[src/rtl/control_pkg.sv]
// -----------------------------------------------------------------------------
// control_pkg
// Shared definitions for the multicycle MIPS control unit:
//   - state_t      : sequencer state encodings (7-bit, matches Current_State)
//   - ALU_* codes  : 4-bit ALU function selects driven on ALU_Op
//   - ctrl_word_t  : Moore control word produced for every state
//   - is_decodable : true for the State_Sel values the decode state accepts
// Optional feature macro used by the importing files: SEQ_MOC_TIMEOUT_EN
// -----------------------------------------------------------------------------
package control_pkg;

   typedef enum logic [6:0] {
      S_RESET      = 7'd0,
      S_FETCH_ADDR = 7'd1,
      S_FETCH_WAIT = 7'd2,
      S_IR_LOAD    = 7'd3,
      S_DECODE     = 7'd4,
      S_BUS_ERR    = 7'd5,
      S_ADDU       = 7'd6,
      S_ST_ADDR    = 7'd7,
      S_ST_DATA    = 7'd8,
      S_ST_WAIT    = 7'd9,
      S_ILLEGAL    = 7'd10,
      S_BEQ        = 7'd11,
      S_BR_TAKEN   = 7'd12,
      S_LD_ADDR    = 7'd13,
      S_LD_WAIT    = 7'd14,
      S_LD_WB      = 7'd15,
      S_SUBU       = 7'd17,
      S_ADDIU      = 7'd18,
      S_SLTU       = 7'd19
   } state_t;

   localparam logic [3:0] ALU_ADD    = 4'd0;
   localparam logic [3:0] ALU_SUB    = 4'd1;
   localparam logic [3:0] ALU_SLTU   = 4'd2;
   localparam logic [3:0] ALU_PASS_B = 4'd3;

   typedef struct packed {
      logic       mar_ld;
      logic       ir_ld;
      logic       pc_ld;
      logic       npc_ld;
      logic       rf_ld;
      logic       mdr_ld;
      logic       mov;
      logic       rw;
      logic [3:0] alu_op;
      logic       illegal_instr;
      logic       bus_err;
   } ctrl_word_t;

   // Only these encoder outputs name a real execute state; anything else
   // is routed to the illegal-instruction state by the decode step.
   function automatic logic is_decodable(input logic [6:0] sel);
      logic ok;
      ok = 1'b0;
      case (sel)
         S_ADDU, S_ST_ADDR, S_BEQ, S_LD_ADDR, S_SUBU, S_ADDIU, S_SLTU: ok = 1'b1;
         default: ok = 1'b0;
      endcase
      return ok;
   endfunction

endpackage

[src/rtl/control_rom.sv]
// -----------------------------------------------------------------------------
// control_rom
// Combinational state-to-control-word decode (Moore outputs of the sequencer).
// Ports:
//   state : current sequencer state (7-bit)
//   cw    : control word for the datapath in that state
// Optional feature macro: SEQ_MOC_TIMEOUT_EN (enables the bus-error state
// output; without it the bus_err field is always 0).
// -----------------------------------------------------------------------------
module control_rom
   import control_pkg::*;
   (
   input  logic [6:0] state,
   output ctrl_word_t cw
   );

   // Start from the idle word (no loads, read direction, ADD) and set only
   // the fields each state needs; the reset state clears everything,
   // including the read/write direction.
   always_comb begin
      cw        = '0;
      cw.rw     = 1'b1;
      cw.alu_op = ALU_ADD;
      case (state)
         S_RESET:      cw = '0;
         S_FETCH_ADDR: cw.mar_ld = 1'b1;
         S_FETCH_WAIT: cw.mov = 1'b1;
         S_IR_LOAD: begin
            cw.ir_ld  = 1'b1;
            cw.pc_ld  = 1'b1;
            cw.npc_ld = 1'b1;
         end
         S_DECODE:     ;
         S_ADDU:       cw.rf_ld = 1'b1;
         S_SUBU: begin
            cw.rf_ld  = 1'b1;
            cw.alu_op = ALU_SUB;
         end
         S_ADDIU:      cw.rf_ld = 1'b1;
         S_SLTU: begin
            cw.rf_ld  = 1'b1;
            cw.alu_op = ALU_SLTU;
         end
         S_ST_ADDR:    cw.mar_ld = 1'b1;
         S_ST_DATA:    cw.mdr_ld = 1'b1;
         S_ST_WAIT: begin
            cw.mov = 1'b1;
            cw.rw  = 1'b0;
         end
         S_BEQ:        cw.alu_op = ALU_SUB;
         S_BR_TAKEN: begin
            cw.pc_ld  = 1'b1;
            cw.npc_ld = 1'b1;
         end
         S_LD_ADDR:    cw.mar_ld = 1'b1;
         S_LD_WAIT: begin
            cw.mov    = 1'b1;
            cw.mdr_ld = 1'b1;
         end
         S_LD_WB: begin
            cw.rf_ld  = 1'b1;
            cw.alu_op = ALU_PASS_B;
         end
         S_ILLEGAL:    cw.illegal_instr = 1'b1;
`ifdef SEQ_MOC_TIMEOUT_EN
         S_BUS_ERR:    cw.bus_err = 1'b1;
`endif
         default:      ;
      endcase
   end

endmodule

[config.mk]
export PLATFORM = sky130hd
export DESIGN_NAME = control_rom
export DESIGN_NICKNAME = d
export VERILOG_FILES = /design/src/rtl/control_pkg.sv /design/src/rtl/control_rom.sv
export SDC_FILE = /design/constraint.sdc
export NUM_CORES = 1
export LEC_CHECK = 0
export CORE_AREA = 3 3 40 42
export DETAILED_ROUTE_END_ITERATION = 10
export DIE_AREA = 0 0 43 45
export MAX_ROUTING_LAYER = met4
export PLACE_DENSITY = 0.65
export SYNTH_ARGS = -nofsm -noshare
export SYNTH_HDL_FRONTEND = slang
export SYNTH_SLANG_ARGS = --single-unit
[constraint.sdc]
create_clock -name vclk -period 2.57
set_clock_uncertainty 0.1 [all_clocks]
set_input_delay 0.257 -clock vclk [all_inputs]
set_output_delay 0.257 -clock vclk [all_outputs]
set_load 0.02 [all_outputs]
==> qor.yml, run 1 <==
met1_usage_pct: 11.7
leakage_nw: 0.260
switching_share_pct: 48.2
dieArea_mm2: 0.00194
yosys_warnings: 0
min_path_type: "input pin to output port"
avgSynthCellArea_um2: 6.84
seq_area_um2: 0
holdBufCountCts: 0
fmax_mhz: 402
hpwl_um: 684
drtIter0Drc: 7
rsz0062_at_grt: "no"
viasPerCell: 4.73
ys_top_cells_by_area: "buf_4, nand3b_1, nor4b_1, xor2_1, a21oi_1"
floorplan.initialDensity_pct: 22.9
syn2layout_area_growth_pct: 82.6
power_density_mw_per_mm2: 116
vdd_drop_max_mv: 0.0641
wl_per_cell_um: 9.78
final_antenna_net_count: 0
netlist_instances: 43
hold_viol: 0
synth-seq-area-share_pct: 0
tns_ns: 0
via_count: 383
busiest_layer: "met2"
synth_cell_types: 25
post-route-util_pct: 41.8
die_height_um: 45
diodes: 0
placedCellCount: 81
netlist.area_leader.share_pct: 10.2
layout.cells.non_filler: 81
synth_top_cell_by_area: "buf_4"
power.switching_mw: 0.0301
post-route-period-util_pct: 96.7
gp_congestion: 0.732
dr.pass1.iters: 4
drive_gt1_share_pct: 21.2
nets: 75
grt.met2_usage_pct: 15.3
pwr-share-seq_pct: 0
grt_pass1_wl_um: 1400
design.seq.count: 0
start_kind: "input pin"
crit_required_ns: 2.21
port_buffers: 18
setup_viol: 0
num_io_pins: 21
wl_um: 792
pwr-share-comb_pct: 100.0
grt-ovfl-total: 0
p_int_mw: 0.0323
fin_crit_ns: 2.49
crit_path_end_kind: "output port"
cts_resized: 3
fp-row-count: 13
power_frac_clock_pct: 0
core_mm2: 0.00128
syn_area_um2: 294
die_w_um: 43
grt.total_usage_pct: 8.71
antenna_found_initial: 0
cp_max_fo: 7
grt_pass1_vias: 348
status: "completed"
max_cap_violations: 0
drv_slew: 0
grt_max_degree: 14
path_class: "input pin to output port"
clkbuf_count: 0
use_met3_pct: 0.797
final.fill_count: 138
postCtsSetupBuffers: 0
cp.arrival_ns: 2.13
drc: 0
-- synthesized netlist by cell type --
cell type / number
a2111oi_2: 1
and3_1: 2
or4_1: 1
or3_4: 1
nor3b_1: 1
nor2_1: 3
nand3b_1: 4
buf_2: 2
conb_1: 1
clkbuf_1: 1
nor3_1: 2
nand4b_1: 1
nand3_1: 1
nor4b_1: 2
nand4bb_1: 1
buf_4: 4
and3b_1: 1
xor2_1: 2
o21ai_0: 3
a2111oi_0: 1
nand2_1: 2
a31oi_1: 1
or3b_1: 1
a21oi_1: 3
buf_6: 1
-- final timing paths --
check,from,end,cells past startpoint
setup / recovery,state[4],cw[8],6
hold / removal,state[6],cw[6],4
-- layout by cell type, fill, tap and decap left out, types with 2 or more instances in the layout --
cell / count
dlymetal6s2s_1: 4
nand3b_1: 4
nor4b_1: 2
nor2_1: 2
nor3_1: 2
and3_1: 2
nand2_1: 2
clkdlybuf4s50_1: 11
dlygate4sd2_1: 3
a21oi_1: 3
xor2_1: 2
conb_1: 3
o21ai_0: 3
buf_4: 11
-- power by group through the flow --
stage | sequential [mW] | clock [mW] | combinational, mW
floorplan | 0 | 0 | 0.0340
global placement | 0 | 0 | 0.0621
detailed placement | 0 | 0 | 0.0626
CTS | 0 | 0 | 0.0625
global route | 0 | 0 | 0.0686
finish | 0 | 0 | 0.0624
-- layout make-up --
type,instances,area [µm²],area share (%)
Multi-Input combinational cell,37,249,46.4
Timing Repair Buffer,29,269,50.1
Tap cell,15,18.8,3.50
-- critical path: stages --
cell,delay (ns)
clkdlybuf4s50_1,0.51
buf_4,0.19
nor3_1,0.26
nand2_1,0.12
nor3_1,0.17
clkdlybuf4s50_1,0.63
-- logic make-up (layout without fill, tap and decap cells) --
| kind of cell | count (synthesis) | count (layout) | share of synthesized area, % |
|---|---|---|---|
| compound gates | 9 | 9 | 20.4 |
| buf+inv | 8 | 29 | 18.7 |
| xor+xnor | 2 | 2 | 5.96 |
| other cells | 1 | 3 | 1.28 |
| simple gates | 23 | 23 | 53.6 |
-- through the flow --
step / total power, mW / hold WS (ns) / area (µm²) / setup WS (ns)
floorplan: 0.0340 / 0.459 / 302 / 0.399
global placement: 0.0621 / 1.61 / 528 / -0.0143
detailed placement: 0.0626 / 1.59 / 528 / -0.0478
CTS: 0.0625 / 1.38 / 524 / 0.0220
global route: 0.0686 / 1.36 / 537 / 0.0229
finish: 0.0624 / 1.31 / 537 / 0.0844
-- layer usage --
layer / share of wire (%) / up-vias
met5: 0 / -
met4: 0 / 0
met3: 8.1 / 0
met2: 43 / 15
met1: 49 / 167
li1: - / 201
Power figures use the tool's default switching activity.
==> run 2, diff against run 1 <==
Clock period 2.57 ns to 2.5 ns, I/O delays scaled along.
==> run 2 against run 1 <==
  * Final cell count increased by 1.2%
  * Wire length increased by 5.4%
  * Sequential share of layout area unchanged
  * Critical path type unchanged
  * Largest cell class unchanged
==> qor.yml, run 2 (synthesized netlist as in run 1, its figures left out) <==
rsz0062_at_grt: "no"
vdd_drop_max_mv: 0.0578
timing.hold.ws_ns: 1.33
hpwl_um: 694
drtIter0Drc: 2
power_frac_clock_pct: 0
crit_path_end_kind: "output port"
power.switching_mw: 0.0316
cp_slowest_cell: "clkdlybuf4s50_1"
mostFrequentLayoutCells: "buf_4, clkdlybuf4s50_1, dlygate4sd2_1"
die_height_um: 45
grt_pass1_wl_um: 1280
dieArea_mm2: 0.00194
crit_required_ns: 2.15
wl_per_cell_um: 10.2
num_io_pins: 21
dr.pass1.iters: 3
max_cap_violations: 0
finalPower_mw: 0.0655
grt-ovfl-total: 0
power_density_mw_per_mm2: 121
seq_area_um2: 0
cp_cell_sequence: "clkdlybuf4s50_1 > buf_4 > and3b_1 > o21ai_0 > a21oi_1 > clkdlybuf4s50_1"
tns_ns: 0
hold_end: "cw[13]"
switching_share_pct: 48.2
via_count: 384
leakage_nw: 0.286
drive_gt1_share_pct: 22.4
grt_max_degree: 9
layout.cells.non_filler: 82
final_common_cell: "buf_4"
cp_max_fo: 8
port_buffers: 18
hold_viol: 0
max_stage_delay_ns: 0.63
status: "completed"
final_antenna_net_count: 0
pwr-share-seq_pct: 0
clkbuf_count: 0
start_kind: "input pin"
path_class: "input pin to output port"
die_w_um: 43
drv_slew: 0
drc: 0
pwr-share-comb_pct: 100.0
grt.total_usage_pct: 8.28
viasPerCell: 4.68
hold_start: "state[5]"
diodes: 0
core_mm2: 0.00128
antenna_found_initial: 0
p_int_mw: 0.0339
fp-row-count: 13
fin_crit_ns: 2.40
wl_um: 835
design.seq.count: 0
postCtsSetupBuffers: 0
fmax_mhz: 416
gp_congestion: 0.692
holdBufCountCts: 0
min_path_type: "input pin to output port"
cp.arrival_ns: 2.05
syn2layout_area_growth_pct: 84.3
post_dp_cell_area_um2: 536
post-route-period-util_pct: 96.2
nets: 76
placedCellCount: 82
grt_pass1_vias: 311
floorplan.initialDensity_pct: 22.9
hold_depth: 4
design_area_um2: 542
cpMostUsedCell: "clkdlybuf4s50_1"
setup_viol: 0
run 2: worst max-delay path, delay by kind of cell:
kind	cells	cell delay, ns
buffers and inverters	3	1.43
AOI/OAI and AO/OA	2	0.22
and+or+nand+nor	1	0.14
run 2: layout make-up:
cell class	count	area, µm²
Multi-Input combinational cell	37	249
Fill cell	141	743
Timing Repair Buffer	30	274
Tap cell	15	18.8
run 2: how the worst max path moves through the flow:
stage,to,start,slack [ns]
2_1_floorplan,cw[9],state[2],0.34
3_3_place_gp,cw[9],state[2],-0.06
3_5_place_dp,cw[1],state[4],-0.09
4_1_cts,cw[2],state[4],0.009
5_1_grt,cw[7],state[1],0.01
6_report,cw[7],state[1],0.1
run 2: power by group through the flow:
stage	registers [mW]	clock network (mW)	logic, mW
4_1_cts	0	0	0.0654
5_1_grt	0	0	0.0716
2_1_floorplan	0	0	0.0350
3_3_place_gp	0	0	0.0650
6_report	0	0	0.0655
3_5_place_dp	0	0	0.0659
run 2: per-stage QoR:
stage	utilization, %	worst slack [ns]
after global routing	42.2	0.0118
after detailed placement	41.7	-0.0930
after CTS	41.2	0.00851
final	42.2	0.0955
after global placement	41.7	-0.0590
after floorplan	-	0.343
run 2: routing by layer:
| layer | track usage (%) | part of all wire (%) | routed length (µm) |
|---|---|---|---|
| met3 | 0.398 | 7.4 | 62 |
| met2 | 13.5 | 42 | 351 |
| met1 | 12.1 | 51 | 422 |
| met4 | 0 | 0 | 0 |
| met5 | - | 0 | 0 |
run 2: timing repair:
item                       CTS  global route
gates resized for setup      5             5
hold endpoints to repair     0             0
setup endpoints to repair    5             3
==> patch: new RTL, settings of run 2 <==
Add a define of `SEQ_MOC_TIMEOUT_EN`.
--- a/src/rtl/control_rom.sv
+++ b/src/rtl/control_rom.sv
@@ -8,4 +8,6 @@
 // output; without it the bus_err field is always 0).
 // -----------------------------------------------------------------------------
+`define SEQ_MOC_TIMEOUT_EN
+
 module control_rom
    import control_pkg::*;
Function: changed (Yosys sat finds a counterexample).
==> patch against run 2 <==
Synthesized area unchanged. Total power down 5.3%. Worst setup slack improved by 0.022 ns. Largest cell class is now multi-input gates. Wire length shrank 11%. Final area shrank 4.9%.
==> patch: results (changes against run 2) <==
| Metric | Value |
|---|---|
| Top post-synthesis cells by count | `nor2_1, nand3b_1` |
| Worst hold-check path type | `in -> out` |
| Number of port buffers | `19 (+1)` |
| # fillers | `142 (+0.71%)` |
| Status | `finished, final reports clean` |
| Biggest cell delay along the critical path | `0.55 ns (-0.08 ns)` |
| Buffer share of cell area | `44.7% (-5.9 points)` |
| Met2 wire len | `329 um (-6.3%)` |
| Resized cells post-CTS | `0 (-5)` |
| Non-clk bufs | `24 (-20%)` |
| Final period util | `95.3% (-0.88 points)` |
| Routability congestion estimate | `0.767 (+11%)` |
| Final Cell Area | `515 um^2 (-4.9%)` |
| Vias | `372 (-3.1%)` |
| Hold depth | `5 (+1)` |
| Crit-path max FO | `6 (-2)` |
| Vias/cell | `4.71 (+0.55%)` |
| Wl on met1 | `347 um (-18%)` |
| Layout cells sized above 1 | `15.6% (-6.8 points)` |
| Avg Cell Area, Syn | `6.53 um^2 (-4.4%)` |
| Fraction of area in multi-input gates | `50.2% (+4.3 points)` |
| Min Hold Slack | `1.31 ns (-0.0143 ns)` |
| Placed cell area | `507 um^2 (-5.4%)` |
| Synth top area cells | `nand3b_1, buf_4, a31oi_1` |
| Critical path startpoint | `state[2]` |
| Critical path arrival | `2.03 ns (-0.02 ns)` |
| Number of sequential cells | `0 (unchanged)` |
| Worst IR Drop VDD | `0.0653 mV (+13%)` |
| Global-route wire length before repair | `1200 um (-6.5%)` |
| Signal inverters | `2 (+2)` |
| Total Routing Usage GR | `7.60% (-0.68 points)` |
| Dpl ws | `0.107 ns (+0.200 ns)` |
| Vias in the first global route | `280 (-10%)` |
| Overall routed net length | `739 um (-11%)` |
| Largest net degree at the start of global routing | `14 (+5)` |
| Final Net Count | `73 (-3.9%)` |
| Static Leak | `0.188 nW (-34%)` |
| Critical Path Sink | `cw[6]` |
| Placed wire-length estimate | `616 um (-11%)` |
| Multi-Input Combinational | `38 (+2.7%)` |
| Synth Warn # | `0 (unchanged)` |
| Hold endpoint | `cw[1]` |
| Initial drt markers | `5 (+3)` |
| First drt pass iteration count | `4 (+1)` |
[patch: power by group through the flow]
stage	clock network [mW]	registers [mW]	logic [mW]
5_1_grt	0	0	0.0679
4_1_cts	0	0	0.0618
2_1_floorplan	0	0	0.0364
6_report	0	0	0.0620
3_5_place_dp	0	0	0.0616
3_3_place_gp	0	0	0.0611
[patch: kinds of logic (layout without fill, tap and decap cells)]
| kind of cell | after synthesis | in the layout | synth area share (%) |
|---|---|---|---|
| AND/OR/NAND/NOR | 25 | 25 | 58.3 |
| other | 1 | 2 | 1.28 |
| AO/OA/AOI/OAI | 8 | 8 | 16.2 |
| buffers and inverters | 8 | 26 | 15.3 |
| XOR/XNOR | 3 | 3 | 8.94 |
[patch: layer usage]
metal | vias up | global-route usage (%)
li1 | 194 | -
met1 | 164 | 12.1
met2 | 14 | 11.1
met3 | 0 | 0.398
met4 | 0 | 0
met5 | - | -
[patch: worst max-delay path, delay by kind of cell]
kind / cells / cell delay (ns)
buffers and inverters: 3 / 1.28
AND/OR/NAND/NOR: 1 / 0.50
